[src/rtl/ns2009_i2c_target.sv]
// rtl/ns2009_i2c_target.sv - NS2009 touch controller I2C target: command write, 12-bit sample read
module ns2009_i2c_target #(
    parameter logic [6:0] ADDR7  = 7'h48,
    parameter logic [3:0] CMD_X  = 4'hC,
    parameter logic [3:0] CMD_Y  = 4'hD,
    parameter logic [3:0] CMD_Z1 = 4'hE
) (
    input  logic        clk,
    input  logic        resetb,
    input  logic        scl_in,
    input  logic        sda_in,
    output logic        sda_oe,
    input  logic [11:0] x_val,
    input  logic [11:0] y_val,
    input  logic [11:0] z1_val,
    output logic [7:0]  cmd_q,
    output logic        cmd_stb,
    output logic        rd_stb,
    output logic        busy
);
    typedef enum logic [2:0] {
        IDLE, ADDR, ADDR_ACK, WR_DATA, WR_ACK, RD_DATA, RD_ACK, IGNORE
    } state_t;

    state_t      state, state_nxt;
    logic        scl_s1, scl_s2, scl_prev;
    logic        sda_s1, sda_s2, sda_prev;
    logic [7:0]  shreg, shreg_nxt;
    logic [3:0]  bit_cnt, bit_cnt_nxt;
    logic        sda_oe_nxt, busy_nxt, cmd_stb_nxt, rd_stb_nxt;
    logic [7:0]  cmd_q_nxt;
    logic [11:0] sample, sample_nxt;
    logic        byte_idx, byte_idx_nxt;

    logic        scl_rise, scl_fall, start_ev, stop_ev;
    logic [11:0] sel_val;
    logic [7:0]  rd_byte;
    logic [2:0]  bit_pos;

    assign scl_rise = scl_s2 & ~scl_prev;
    assign scl_fall = ~scl_s2 & scl_prev;
    assign start_ev = scl_s2 & sda_prev & ~sda_s2;
    assign stop_ev  = scl_s2 & ~sda_prev & sda_s2;

    always_comb begin
        sel_val = 12'h000;
        case (cmd_q[7:4])
            CMD_X:   sel_val = x_val;
            CMD_Y:   sel_val = y_val;
            CMD_Z1:  sel_val = z1_val;
            default: sel_val = 12'h000;
        endcase
    end

    assign rd_byte = byte_idx ? {sample[3:0], 4'h0} : sample[11:4];
    assign bit_pos = 3'd7 - bit_cnt[2:0];

    always_ff @(posedge clk) begin
        if (!resetb) begin
            scl_s1   <= 1'b1;
            scl_s2   <= 1'b1;
            scl_prev <= 1'b1;
            sda_s1   <= 1'b1;
            sda_s2   <= 1'b1;
            sda_prev <= 1'b1;
            state    <= IDLE;
            shreg    <= 8'h00;
            bit_cnt  <= 4'd0;
            sda_oe   <= 1'b0;
            cmd_q    <= 8'h00;
            cmd_stb  <= 1'b0;
            rd_stb   <= 1'b0;
            busy     <= 1'b0;
            sample   <= 12'h000;
            byte_idx <= 1'b0;
        end else begin
            scl_s1   <= scl_in;
            scl_s2   <= scl_s1;
            scl_prev <= scl_s2;
            sda_s1   <= sda_in;
            sda_s2   <= sda_s1;
            sda_prev <= sda_s2;
            state    <= state_nxt;
            shreg    <= shreg_nxt;
            bit_cnt  <= bit_cnt_nxt;
            sda_oe   <= sda_oe_nxt;
            cmd_q    <= cmd_q_nxt;
            cmd_stb  <= cmd_stb_nxt;
            rd_stb   <= rd_stb_nxt;
            busy     <= busy_nxt;
            sample   <= sample_nxt;
            byte_idx <= byte_idx_nxt;
        end
    end

    always_comb begin
        state_nxt    = state;
        shreg_nxt    = shreg;
        bit_cnt_nxt  = bit_cnt;
        sda_oe_nxt   = sda_oe;
        cmd_q_nxt    = cmd_q;
        cmd_stb_nxt  = 1'b0;
        rd_stb_nxt   = 1'b0;
        busy_nxt     = busy;
        sample_nxt   = sample;
        byte_idx_nxt = byte_idx;
        if (start_ev) begin
            state_nxt   = ADDR;
            sda_oe_nxt  = 1'b0;
            bit_cnt_nxt = 4'd0;
        end else if (stop_ev) begin
            state_nxt  = IDLE;
            sda_oe_nxt = 1'b0;
            busy_nxt   = 1'b0;
        end else begin
            case (state)
                IDLE: ;
                ADDR, WR_DATA: begin
                    if (scl_rise) begin
                        shreg_nxt   = {shreg[6:0], sda_s2};
                        bit_cnt_nxt = bit_cnt + 4'd1;
                    end else if (scl_fall && bit_cnt == 4'd8) begin
                        if (state == ADDR) begin
                            if (shreg[7:1] == ADDR7) begin
                                state_nxt  = ADDR_ACK;
                                sda_oe_nxt = 1'b1;
                                busy_nxt   = 1'b1;
                            end else begin
                                state_nxt = IGNORE;
                            end
                        end else begin
                            cmd_q_nxt   = shreg;
                            cmd_stb_nxt = 1'b1;
                            sda_oe_nxt  = 1'b1;
                            state_nxt   = WR_ACK;
                        end
                    end
                end
                ADDR_ACK: begin
                    if (scl_fall) begin
                        if (shreg[0]) begin
                            // The sample is frozen here for the whole read burst.
                            state_nxt    = RD_DATA;
                            sample_nxt   = sel_val;
                            rd_stb_nxt   = 1'b1;
                            byte_idx_nxt = 1'b0;
                            sda_oe_nxt   = ~sel_val[11];
                            bit_cnt_nxt  = 4'd1;
                        end else begin
                            state_nxt   = WR_DATA;
                            sda_oe_nxt  = 1'b0;
                            bit_cnt_nxt = 4'd0;
                        end
                    end
                end
                WR_ACK: begin
                    if (scl_fall) begin
                        state_nxt   = WR_DATA;
                        sda_oe_nxt  = 1'b0;
                        bit_cnt_nxt = 4'd0;
                    end
                end
                RD_DATA: begin
                    // bit_cnt counts bits already put on the wire for this byte.
                    if (scl_fall) begin
                        if (bit_cnt == 4'd8) begin
                            state_nxt  = RD_ACK;
                            sda_oe_nxt = 1'b0;
                        end else begin
                            sda_oe_nxt  = ~rd_byte[bit_pos];
                            bit_cnt_nxt = bit_cnt + 4'd1;
                        end
                    end
                end
                RD_ACK: begin
                    if (scl_rise && sda_s2) begin
                        state_nxt  = IGNORE;
                        sda_oe_nxt = 1'b0;
                    end else if (scl_fall) begin
                        state_nxt    = RD_DATA;
                        byte_idx_nxt = ~byte_idx;
                        sda_oe_nxt   = byte_idx ? ~sample[11] : ~sample[3];
                        bit_cnt_nxt  = 4'd1;
                    end
                end
                IGNORE: sda_oe_nxt = 1'b0;
                default: state_nxt = IDLE;
            endcase
        end
    end
endmodule
[config.mk]
export PLATFORM = sky130hd
export DESIGN_NAME = ns2009_i2c_target
export DESIGN_NICKNAME = d
export VERILOG_FILES = /design/src/rtl/ns2009_i2c_target.sv
export SDC_FILE = /design/constraint.sdc
export NUM_CORES = 1
export LEC_CHECK = 0
export ABC_AREA = 1
export BUFFER_PORTS_ARGS = -buffer_cell sky130_fd_sc_hd__buf_2
export CAP_MARGIN = 20
export CORE_ASPECT_RATIO = 1.4
export CORE_MARGIN = 1
export CORE_UTILIZATION = 40
export CTS_BUF_LIST = sky130_fd_sc_hd__clkbuf_16
export DETAILED_ROUTE_END_ITERATION = 10
export SYNTH_ARGS = -nofsm -noshare
export SYNTH_HDL_FRONTEND = slang
export SYNTH_SLANG_ARGS = --single-unit
[constraint.sdc]
create_clock -name clk -period 1.38 [get_ports clk]
set_input_delay 0.207 -clock clk [delete_from_list [all_inputs] [get_ports clk]]
set_output_delay 0.207 -clock clk [all_outputs]
set_load 0.02 [all_outputs]
==> metrics.txt <==
outcome=finished, violations left; failing checks=setup timing; setup slack after layout=-0.0320 ns; Synth Instances=a little over 400; half-perimeter wire length after placement=about 4.9 mm; maxcap violations=0; Net count, final=between 500 and 600; endpoint of the worst hold-timing path=scl_s1$_SDFF_PN1_; worst-case setup slack after placement=-0.127 ns; total number of H-tree levels=2; Synth Net Count=between 400 and 500; Static Leakage=1.73 nW; final-report setup violation count=11; routed vias=2,776; syn_area_per_cell=around 6.2 sq um; startpoint class of the critical path=flip-flop; Reg2Reg Launch Point=bit_cnt[0]$_SDFFE_PP0P_; total congestion overflow after global routing=0; largest vdd supply drop=~0.75 mV; Area Growth Syn to Fin=45.2%; global-route wire length before repair=between 10 and 15 mm; clock-pin slew reported for the worst setup and hold paths after clock tree synthesis=roughly 0.060 ns; Yosys warning total=0; pin count of the biggest net entering global routing=22; final critical path time including I/O delays and setup=1.41 ns; area of the core=roughly 5900 sq um; Worst R2R Setup Slack=-0.03 ns; distinct cell type count of the synthesized netlist=27; Tightest Pin Transition=0.403 ns; number of detailed-route iterations in the first pass=4; All-Layer GR Usage=~21%; Most used DFF post-synth=sky130_fd_sc_hd__dfxtp_1; critical path start-end classification=reg2reg; # hold bufs at CTS=0; library cell occupying the most area in the post-synthesis netlist=sky130_fd_sc_hd__dfxtp_1; cell area after synthesis=around 2500 sq um; number of vias per cell=4.84; die extent in x=69.1 um; Worst Setup End Kind=flip-flop; count of antenna-violating nets left after detailed routing=0; Placed Area=3150 sq um; reg2reg path depth=11; depth of the worst hold-timing path=2; number of placement rows=33; clock tree sinks=46; setup repair after global routing missed its margin=true; hold path startpoint=scl_in; Port Buf Inserts=a little over 50; final hold violations=0; initial core utilization=about 42%; total wire length after detailed routing=approximately 6.9 mm; fraction of registers with async set or reset after synthesis=0%; most common cell in the netlist=sky130_fd_sc_hd__nand2_1; clk root buf=sky130_fd_sc_hd__clkbuf_16; total power after layout=between 0.005 and 0.006 W; via count of the first global-routing pass=about 2,500; count of boundary I/O pins=between 50 and 60; path category of the worst min-delay check=in2reg; number of antenna violations at the first check in global routing=0; number of antenna diodes=0; setup total negative slack=-0.191 ns; share of synthesized area occupied by flip-flops and latches=between 30% and 40%; clock tree from TritonCTS=yes; share of layout cells above drive strength 1=about two fifths; Final Max Tran Viols=0; largest driver fanout on the critical path=3; post-route cell area=between 3000 and 4000 sq um; power density over cell area=~1400 nW/um^2; DRC=0; Starting DRT DRC Count=66; most frequent cells after synthesis=sky130_fd_sc_hd__nand2_1 (123), sky130_fd_sc_hd__inv_1 (48), sky130_fd_sc_hd__dfxtp_1 (46), sky130_fd_sc_hd__nor2_1 (43), sky130_fd_sc_hd__nand3_1 (37); area share of the largest cell type after synthesis=a little over a third; worst-case headroom to the max-slew limit=73.1%; EDFF count, synth=0; gpl congestion=around 0.84; ranking of synthesized cells by area=sky130_fd_sc_hd__dfxtp_1 (37%), sky130_fd_sc_hd__nand2_1 (18%), sky130_fd_sc_hd__nand3_1 (7.4%); Max Root-Sink Buffers=2; post-detailed-route wirelength per cell=between 10 and 15 um; Worst R2R End=sda_oe$_SDFFE_PP0P_; critical path required time=1.56 ns; number of buffers added by the clock tree synthesis step=5; source-to-sink clock delay at the later pin of the worst-skew pair=0.28 ns; post-route clock skew=between 0.006 and 0.007 ns; highest achievable clock rate=708 MHz; Worst EP arrival=around 1.6 ns; final worst path period share=102%; Die Area=between 6000 and 7000 sq um; number of synthesized register bits=46; die height=95.9 um
placed cells by master, fill, tap and decap left out, types with 2 or more instances in the layout:
cell / instances
sky130_fd_sc_hd__nand2_1: 104
sky130_fd_sc_hd__buf_2: 53
sky130_fd_sc_hd__buf_4: 45
sky130_fd_sc_hd__inv_1: 44
sky130_fd_sc_hd__dfxtp_1: 37
sky130_fd_sc_hd__nand3_1: 35
sky130_fd_sc_hd__nor2_1: 33
sky130_fd_sc_hd__a21oi_1: 31
sky130_fd_sc_hd__nand2_2: 19
sky130_fd_sc_hd__o21ai_1: 13
sky130_fd_sc_hd__inv_2: 9
sky130_fd_sc_hd__nor2_2: 9
sky130_fd_sc_hd__nand2_4: 5
sky130_fd_sc_hd__o21ai_2: 5
sky130_fd_sc_hd__o21ai_0: 5
sky130_fd_sc_hd__dfxtp_2: 5
sky130_fd_sc_hd__clkbuf_16: 5
sky130_fd_sc_hd__nor2_4: 4
sky130_fd_sc_hd__a21oi_2: 4
sky130_fd_sc_hd__or2_2: 4
sky130_fd_sc_hd__buf_6: 4
sky130_fd_sc_hd__dfxtp_4: 4
sky130_fd_sc_hd__inv_4: 3
sky130_fd_sc_hd__nand3_2: 3
sky130_fd_sc_hd__clkinvlp_4: 3
sky130_fd_sc_hd__nor3_4: 2
sky130_fd_sc_hd__nor4_1: 2
sky130_fd_sc_hd__buf_12: 2
metrics by stage:
| stage | std cells | hold slack, ns | util, % |
|---|---|---|---|
| 6_report | 574 | 0.114 | 61.5 |
| 3_3_place_gp | 555 | 0.397 | 52.9 |
| 3_5_place_dp | 555 | 0.397 | 52.9 |
| 2_1_floorplan | 403 | 0.314 | - |
| 4_1_cts | 564 | 0.109 | 56.5 |
| 5_1_grt | 574 | 0.108 | 61.5 |
worst max path at each step:
stage | cells past startpoint | start | slack (ns) | to
floorplan | 9 | cmd_q[7]$_SDFFE_PN0P_ | 0.006 | sample[10]$_SDFFE_PN0P_
global placement | 6 | sda_s2$_SDFF_PN1_ | -0.11 | cmd_q[2]$_SDFFE_PN0P_
detailed placement | 6 | sda_s2$_SDFF_PN1_ | -0.13 | cmd_q[2]$_SDFFE_PN0P_
CTS | 12 | bit_cnt[1]$_SDFFE_PP0P_ | -0.10 | state[1]$_SDFFE_PP0P_
global route | 12 | bit_cnt[0]$_SDFFE_PP0P_ | -0.18 | state[1]$_SDFFE_PP0P_
finish | 11 | bit_cnt[0]$_SDFFE_PP0P_ | -0.03 | sda_oe$_SDFFE_PP0P_
metal layers:
| metal | GRT usage (%) | vias to the layer above | part of all wire (%) |
|---|---|---|---|
| met5 | 0 | - | 0 |
| met4 | 8.50 | 0 | 2.2 |
| met3 | 2.83 | 13 | 3.4 |
| met2 | 36.0 | 82 | 52 |
| met1 | 25.3 | 1222 | 42 |
| li1 | - | 1459 | - |
sequential cells by signal (all words and copies together), names as in the netlist, 3 cells and up:
signal / flops
shreg: 8
cmd_q: 8
sample: 12
bit_cnt: 4
state: 3
worst max-delay path, stage by stage, from the launching register on:
cell and delay, ns:
sky130_fd_sc_hd__dfxtp_2 0.32, sky130_fd_sc_hd__inv_2 0.08, sky130_fd_sc_hd__ha_4 0.14, sky130_fd_sc_hd__nand2_2 0.05, sky130_fd_sc_hd__nor2_2 0.12, sky130_fd_sc_hd__nand2_2 0.08, sky130_fd_sc_hd__a21oi_1 0.19, sky130_fd_sc_hd__nand2_1 0.07
sky130_fd_sc_hd__nor2_1 0.08, sky130_fd_sc_hd__nand2_1 0.05, sky130_fd_sc_hd__nor2_1 0.08, sky130_fd_sc_hd__nor2_1 0.04
repair_timing:
item / CTS / global route
cloned: 0 / 3
setup buffers: 1 / 7
setup endpoints to repair: 31 / 40
resized for setup: 18 / 82
pin swaps: 9 / 22
cells by family (layout without fill, tap and decap cells):
logic type | count (synthesis) | in the layout | share of synthesized area, %
simple gates | 224 | 224 | 38.3
buf+inv | 69 | 170 | 11.3
compound gates | 60 | 60 | 12.2
flops | 46 | 46 | 36.6
fa+ha+maj | 2 | 2 | 0.993
xor+xnor | 2 | 2 | 0.696
area by class of cell:
cell class,instances,area [sq um]
fill,568,2290
multi-input combinational,288,1530
sequential,46,942
timing repair buffer,104,688
inverter,57,233
clock buffer,5,125
tap,70,87.6
clock inverter,3,41.3
timing repair inverter,1,7.51
where the power goes:
group          switching, W  internal, W
clock              0.000506     0.000848
combinational       0.00129      0.00102
sequential         0.000143      0.00145
Power figures use the tool's default switching activity.
